**config.mk**
```make
export PLATFORM = sky130hd
export DESIGN_NAME = piezo_alert_gen
export DESIGN_NICKNAME = d
export VERILOG_FILES = /design/src/rtl/piezo_alert_gen.sv
export SDC_FILE = /design/constraint.sdc
export NUM_CORES = 1
export LEC_CHECK = 0
export ABC_CLOCK_PERIOD_IN_PS = 2680
export CORE_ASPECT_RATIO = 0.5
export CORE_MARGIN = 4
export CORE_UTILIZATION = 30
export CTS_CLUSTER_SIZE = 28
export DETAILED_ROUTE_END_ITERATION = 8
export PLACE_DENSITY_LB_ADDON = 0.05
export SLEW_MARGIN = 20
export SYNTH_ARGS = -nofsm -noshare
export SYNTH_HDL_FRONTEND = slang
export SYNTH_SLANG_ARGS = --single-unit
```
**constraint.sdc**
```tcl
create_clock -name clk -period 2.68 [get_ports clk]
set_input_delay 0.536 -clock clk [delete_from_list [all_inputs] [get_ports clk]]
set_output_delay 0.536 -clock clk [all_outputs]
set_load 0.02 [all_outputs]
```
**src/rtl/piezo_alert_gen.sv**
```systemverilog
`default_nettype none
// piezo_alert_gen: hysteresis- and persistence-filtered norm_mode / ovr_spd / batt_low for the piezo driver.
// Revision 1.0 - initial release
module piezo_alert_gen #(
  parameter logic [11:0] BATT_LOW_TH = 12'h800,
  parameter logic [11:0] BATT_HYST   = 12'h040,
  parameter int          BATT_CNT    = 4,
  parameter logic [11:0] SPD_TH      = 12'd1536,
  parameter int          SPD_HOLD    = 1024,
  parameter int          NORM_QUAL   = 16
) (
  input  logic        clk,
  input  logic        rst_n,
  input  logic        pwr_up,
  input  logic        en_steer,
  input  logic [11:0] lft_spd,
  input  logic [11:0] rght_spd,
  input  logic [11:0] batt,
  input  logic        batt_vld,
  output logic        norm_mode,
  output logic        ovr_spd,
  output logic        batt_low
);

  localparam int OCNT_W = $clog2(SPD_HOLD + 1);
  localparam int BCNT_W = $clog2(BATT_CNT + 1);
  localparam int NCNT_W = $clog2(NORM_QUAL + 1);
  localparam logic [12:0]       BATT_GOOD_TH = {1'b0, BATT_LOW_TH} + {1'b0, BATT_HYST};
  localparam logic [OCNT_W-1:0] OCNT_LAST    = OCNT_W'(SPD_HOLD - 1);
  localparam logic [BCNT_W-1:0] BCNT_LAST    = BCNT_W'(BATT_CNT - 1);
  localparam logic [NCNT_W-1:0] NCNT_MAX     = NCNT_W'(NORM_QUAL);

  // -2048 has no positive 12-bit counterpart, so it saturates to 2047
  function automatic logic [11:0] spd_mag(input logic [11:0] v);
    if (v == 12'h800)
      spd_mag = 12'h7FF;
    else if (v[11])
      spd_mag = ~v + 12'd1;
    else
      spd_mag = v;
  endfunction

  logic              ovr_cond;
  logic [OCNT_W-1:0] ocnt;

  assign ovr_cond = (spd_mag(lft_spd) > SPD_TH) || (spd_mag(rght_spd) > SPD_TH);

  always_ff @(posedge clk or negedge rst_n) begin
    if (!rst_n) begin
      ocnt    <= '0;
      ovr_spd <= 1'b0;
    end else if (ovr_cond != ovr_spd) begin
      if (ocnt == OCNT_LAST) begin
        ovr_spd <= ~ovr_spd;
        ocnt    <= '0;
      end else begin
        ocnt <= ocnt + 1'b1;
      end
    end else begin
      ocnt <= '0;
    end
  end

  typedef enum logic [0:0] {
    BATT_OK  = 1'b0,
    BATT_LOW = 1'b1
  } batt_state_t;

  batt_state_t       bstate, bstate_nxt;
  logic [BCNT_W-1:0] bcnt, bcnt_nxt;
  logic              bqual;

  always_ff @(posedge clk or negedge rst_n) begin
    if (!rst_n) begin
      bstate   <= BATT_OK;
      bcnt     <= '0;
      batt_low <= 1'b0;
    end else begin
      bstate   <= bstate_nxt;
      bcnt     <= bcnt_nxt;
      batt_low <= (bstate_nxt == BATT_LOW);
    end
  end

  // A qualifying sample is one that argues for leaving the current state
  always_comb begin
    bstate_nxt = bstate;
    bcnt_nxt   = bcnt;
    bqual      = 1'b0;
    if (batt_vld) begin
      case (bstate)
        BATT_OK:  bqual = (batt < BATT_LOW_TH);
        BATT_LOW: bqual = ({1'b0, batt} >= BATT_GOOD_TH);
        default:  bqual = 1'b0;
      endcase
      if (!bqual) begin
        bcnt_nxt = '0;
      end else if (bcnt == BCNT_LAST) begin
        bcnt_nxt = '0;
        case (bstate)
          BATT_OK:  bstate_nxt = BATT_LOW;
          BATT_LOW: bstate_nxt = BATT_OK;
          default:  bstate_nxt = BATT_OK;
        endcase
      end else begin
        bcnt_nxt = bcnt + 1'b1;
      end
    end
  end

  logic              nqual;
  logic [NCNT_W-1:0] ncnt;

  assign nqual = en_steer && pwr_up;

  always_ff @(posedge clk or negedge rst_n) begin
    if (!rst_n) begin
      ncnt      <= '0;
      norm_mode <= 1'b0;
    end else if (!nqual) begin
      ncnt      <= '0;
      norm_mode <= 1'b0;
    end else begin
      norm_mode <= (ncnt == NCNT_MAX);
      if (ncnt != NCNT_MAX)
        ncnt <= ncnt + 1'b1;
    end
  end

endmodule
`default_nettype wire

```
; After elaboration in Yosys (flattened, before gate mapping)
; Cells that the tools add are included.
[word_totals]
register_bits = 22
elab_cells = 45
[classes]
addsub = 5
n_lt_le_gt_ge = 4
eq_ne = 8
mux = 14
n_bitwise = 4
reduce_logical = 4
[op_table]
columns = op, n
row1 = 12-bit two-way mux, 4
row2 = "12-bit by 1-bit adder with 12-bit output, second input constant", 2
row3 = "12-bit == test, second input constant", 2
row4 = "12-bit by 11-bit > comparator with 1-bit output, second input constant", 2
row5 = 12-bit inverter, 2
row6 = 11-bit two-way mux, 2
row7 = "12-bit greater-or-equal comparator, second input constant", 1
row8 = "12-bit < comparator, second input constant", 1
row9 = "11-bit by 1-bit adder with 11-bit output, second input constant", 1
row10 = "11-bit by 10-bit == test with 1-bit output, second input constant", 1
row11 = 5-bit two-way mux, 2
row12 = 3-bit two-way mux, 2
row13 = "5-bit by 1-bit adder with 5-bit output, second input constant", 1
row14 = "5-bit == test, second input constant", 1
row15 = "5-bit inequality test, second input constant", 1
row16 = 1-bit case mux with 2 select lines, 2
row17 = "3-bit by 1-bit adder with 3-bit output, second input constant", 1
row18 = "3-bit by 2-bit == test with 1-bit output, second input constant", 1
row19 = 3-bit AND reduction, 1
row20 = 1-bit two-way mux, 2
row21 = "2-bit by 1-bit inequality test with 1-bit output, second input constant", 1
row22 = 1-bit inverter, 2
row23 = 2-bit AND reduction, 1
row24 = 1-bit logical AND, 1
row25 = other kinds (2), 2

; Depth between registers and ports, before layout
[logic_depth]
ltp_word = 8
mapped_depth = 10

; Worst setup path after synthesis
; No wires, ideal clock.
[synth_timing]
kind = input-to-reg
startpoint = input port rght_spd[1]
endpoint = register ocnt[3]
setup_ns = 0.138
arrival_time_ns = 2.687
t_required_ns = 2.542
slack_ns = -0.145
cell_stages = 9
cell_sequence = inv_1 ha_1 or3b_4 a211oi_1 a31oi_1 or4_4 a2111oi_1 buf_2 nor4_1
[synth_via]
elab_chain_len = 8
elab_cells_between_ends = 9
[synth_lines]
columns = element, line_no
row1 = from (decl), 17  ; input logic [11:0] rght_spd,
row2 = 12-bit inverter, 38  ; spd_mag = ~v + 12'd1;
row3 = 12-bit by 1-bit adder with 12-bit output, 38
row4 = 12-bit two-way mux, 37  ; else if (v[11])
row5 = 12-bit two-way mux (*), 35  ; if (v == 12'h800)
row6 = 12-bit by 11-bit > comparator with 1-bit output (*), 46  ; assign ovr_cond = (spd_mag(lft_spd) > SPD_TH) || (spd_mag(rght_spd) > SPD_TH);
row7 = 1-bit logical OR (*), 46
row8 = 1-bit inequality test (*), 52  ; end else if (ovr_cond != ovr_spd) begin
row9 = 11-bit two-way mux (*), 52
row10 = to (signal assigned), 57  ; ocnt <= ocnt + 1'b1;
row11 = to (decl), 44  ; logic [OCNT_W-1:0] ocnt;
; Every way passes the cells marked *; elsewhere a longest branch is shown, timed or not.
; A chain may end at the register's enable or synchronous reset.

; Worst setup path after layout
[layout_timing]
startpoint = input port rght_spd[1]
endpoint = register ocnt[5]
; The elaborated chain is that of the path after synthesis.

==> results.tsv <==
stage	metric	value	unit
critical_path	r2r_start	ocnt[0]	
logic_synthesis	synth_seq_cells	22	
logic_synthesis	syn_avg_cell_area	8.88	sq um
timing	slew_violations	0	
floorplanning	coreArea	5180	sq um
floorplanning	die_w	114	microns
critical_path	end_kind	flop	
placed_design	dp_hpwl	3270	microns
route	dr_total_vias	1713	
global_route	grt_pass1_wl	7230	microns
critical_path	cp.arrival	2.79	ns
logic_synthesis	synth.distinct_cells	58	
route	drtIter0Drc	42	
floorplanning	dieArea	6960	sq um
power_and_ir_drop	p_int	771	uW
critical_path	worstSetupPathType	input port to flop	
logic_synthesis	netlist_area	1690	sq um
cells_and_area	multiInputGateArea	1260	sq um
timing	setup_viol	0	
cells_and_area	regArea	551	sq um
global_route	grt.overflow.total	0	
route	dr.pass1.iters	4	
global_route	antenna_found_initial	0	
cts	insertion_delay	0.25	ns
route	wirelength	4120	microns
global_route	gr-usage-all-layers	12.5	%
critical_path	startpoint	rght_spd[1]	
status	outcome	finished, final reports clean	
power_and_ir_drop	vdd_drop_max	0.337	mV
logic_synthesis	syn-num-nets	237	
logic_synthesis	synth_flop_cell	dfrtp_1	
critical_path	rrSetupSlack	0.36	ns
cells_and_area	fillCellCount	494	
cells_and_area	drive_above_1_share	34.4	%
timing	finalSetupTns	0	ns
critical_path	critPathCapture	ocnt[5]	
critical_path	critPathMostFrequentCell	buf_6	
route	vias_per_cell	4.95	
route	drc	0	
logic_synthesis	synthTopCellsByArea	dfrtp_1, xor2_1, ha_1, nor3_1, xnor2_1	
logic_synthesis	async_flop_share	100	%
global_route	grt_max_degree	23	
critical_path	cp_max_fo	6	
critical_path	crit_path_cell_trace	buf_6 -> inv_4 -> ha_4 -> or3b_4 -> a211oi_2 -> a31oi_1 -> or4_4 -> a221o_2 -> buf_6 -> nor4_4	
power_and_ir_drop	p_leak	0.00112	uW
route	wire_per_inst	11.9	microns
critical_path	reg2reg_to	ovr_spd	
cts	path_clk_slew	0.06	ns
logic_synthesis	synth_edf_count	0	
timing	rsz0062_at_grt	true	
timing	tightestPinTransition	0.997	ns
placed_design	portBuffers	37	
cells_and_area	syn2layout_area_growth	63.2	%
global_route	grt_pass1_vias	1678	
logic_synthesis	netlist_instances	190	
critical_path	reg2regPathDepth	7	
logic_synthesis	synth_most_common_cell	dfrtp_1	
critical_path	critPathLaunchType	input port	
cts	h-tree-depth	1	
critical_path	crit_required	2.84	ns
power_and_ir_drop	switching_share	27.2	%
cells_and_area	num_antenna_cells	0	
floorplanning	num_rows	18	
logic_synthesis	netlist_top_cells_count	dfrtp_1, nor3_1, nor2_1	
logic_synthesis	yosys_warnings	0	
timing	timing.final.ws_setup	0.0512	ns
cts	clock-sinks	22	
power_and_ir_drop	switching_power	288	uW
timing	skew	0.00109	ns
cts	tritoncts	built	
timing	period_needed	2.63	ns
cts	cts_buffers	3	
cts	cts_max_path_buffers	2	
cts	cts_root_buf	clkbuf_16	
run	cap_violations	0	
cells_and_area	nets	324	
power_and_ir_drop	p_seq_share	37.8	%
timing	fin_crit_sh	98.1	%
floorplanning	die_h	61.0	microns
floorplanning	ioPinCount	44	
placed_design	gp_congestion	0.779	
timing	max_freq	380	MHz
logic_synthesis	netlist.area_leader.share	32.6	%
min_path	hold_path.class	flop to flop	
logic_synthesis	ys_seq_area_share	32.6	%
timing	timing.final.hold_violations	0	
cts	cts.hold.buffers_added	0	
power_and_ir_drop	cellPowerDensity	385	nW/um^2
floorplanning	initial_core_util	32.6	%
critical_path	cpPeakStageDelay	0.55	ns
power_and_ir_drop	combPwrFrac	30.5	%
placed_design	place_ws	-0.625	ns
route	detail-route-antenna-nets	0	
power_and_ir_drop	p_clk_share	31.8	%
timing	relSlewSlack	33.3	%
critical_path	critPathSlowestCell	or4_4	
logic_synthesis	synth_largest_area_cell	dfrtp_1	
-- worst min path at each step --
stage          slack [ns]     start       end  cells after the start
4_1_cts              0.51   ocnt[0]   ocnt[0]                      1
3_5_place_dp         0.49   ocnt[0]   ocnt[0]                      1
6_report             0.51   bcnt[0]   bcnt[0]                      1
3_3_place_gp         0.49   bcnt[0]   bcnt[0]                      1
2_1_floorplan        0.24     rst_n   bcnt[0]                      0
5_1_grt              0.54  ocnt[10]  ocnt[10]                      2
-- what timing repair did --
action                                  4_1_cts  5_1_grt
pin swaps                                    17       18
setup buffers                                 6        2
resized for setup                            52       27
gates cloned                                  1        0
endpoints found under the setup margin       11       11
-- through the flow --
stage / area [sq um] / hold WS [ns] / util (%) / power [uW] / instances
finish: 2750 / 0.508 / 53.1 / 1060 / 346
global route: 2750 / 0.542 / 53.1 / 1130 / 346
CTS: 2690 / 0.509 / 51.9 / 1050 / 344
detailed placement: 2450 / 0.493 / 47.2 / 693 / 333
global placement: 2450 / 0.486 / 47.2 / 688 / 333
floorplan: 1710 / 0.240 / - / 532 / 190
-- cells by family (layout without fill, tap and decap cells) --
family	Yosys count	count (layout)	synth area share, %
AND/OR/NAND/NOR	87	87	31.4
AO/OA/AOI/OAI	43	43	18.6
flip-flops	22	22	32.6
XOR/XNOR	17	17	8.83
buffers and inverters	14	100	3.49
adder cells (fa/ha/maj)	6	6	4.45
multiplexers	1	1	0.593
-- sequential cells by signal, indices dropped and copies added, names as in the netlist --
register,count
ncnt,5
bstate,1
ocnt,11
ovr_spd,1
bcnt,3
norm_mode,1
-- power groups by stage --
stage / Clock, uW / Combinational, uW / Sequential, uW
2_1_floorplan: 0 / 127 / 405
3_3_place_gp: 0 / 286 / 402
3_5_place_dp: 0 / 289 / 404
4_1_cts: 347 / 308 / 399
5_1_grt: 366 / 361 / 404
6_report: 336 / 323 / 400
-- area by class of cell --
class                           count  area share (%)
Sequential cell                    22            20.0
Clock buffer                        4            3.23
Inverter                           10            1.45
Tap cell                           70            3.18
Multi-Input combinational cell    154            45.9
Timing Repair Buffer               86            26.2
-- critical path: cells and delay by family --
family	cells	cell delay, ns
compound gates	3	0.74
buf+inv	3	0.31
simple gates	3	1.06
fa+ha+maj	1	0.13
-- metal layers --
| layer | wire length (microns) | global-route usage (%) | vias up |
|---|---|---|---|
| met3 | 172 | 2.36 | 2 |
| met2 | 1780 | 21.1 | 31 |
| met1 | 2140 | 17.1 | 791 |
| met5 | 0 | 0 | - |
| met4 | 22 | 2.54 | 0 |
| li1 | - | - | 889 |
-- placed cells by master (no fill, tap or decap), types with 2 or more instances in the layout --
cell,synthesis,final
a21boi_0,3,2
a21oi_1,6,6
a31oi_1,2,2
and3_1,4,4
buf_4,1,45
buf_6,0,6
clkbuf_16,0,3
clkbuf_2,0,4
clkdlybuf4s15_1,0,2
clkdlybuf4s50_1,0,21
dfrtp_1,22,22
dlygate4sd2_1,0,7
ha_1,6,4
inv_1,10,5
inv_2,0,4
nand2_1,10,10
nand2b_1,6,6
nand3_1,11,11
nand4_1,3,3
nor2_1,13,12
nor2b_1,2,2
nor3_1,15,8
nor3_2,0,5
nor3_4,0,2
nor4_4,2,7
o211ai_1,3,3
o21ai_0,6,5
o21ai_1,2,2
o41ai_2,1,2
xnor2_1,8,8
xor2_1,9,9
No activity file was read; power rests on OpenSTA's default activity.
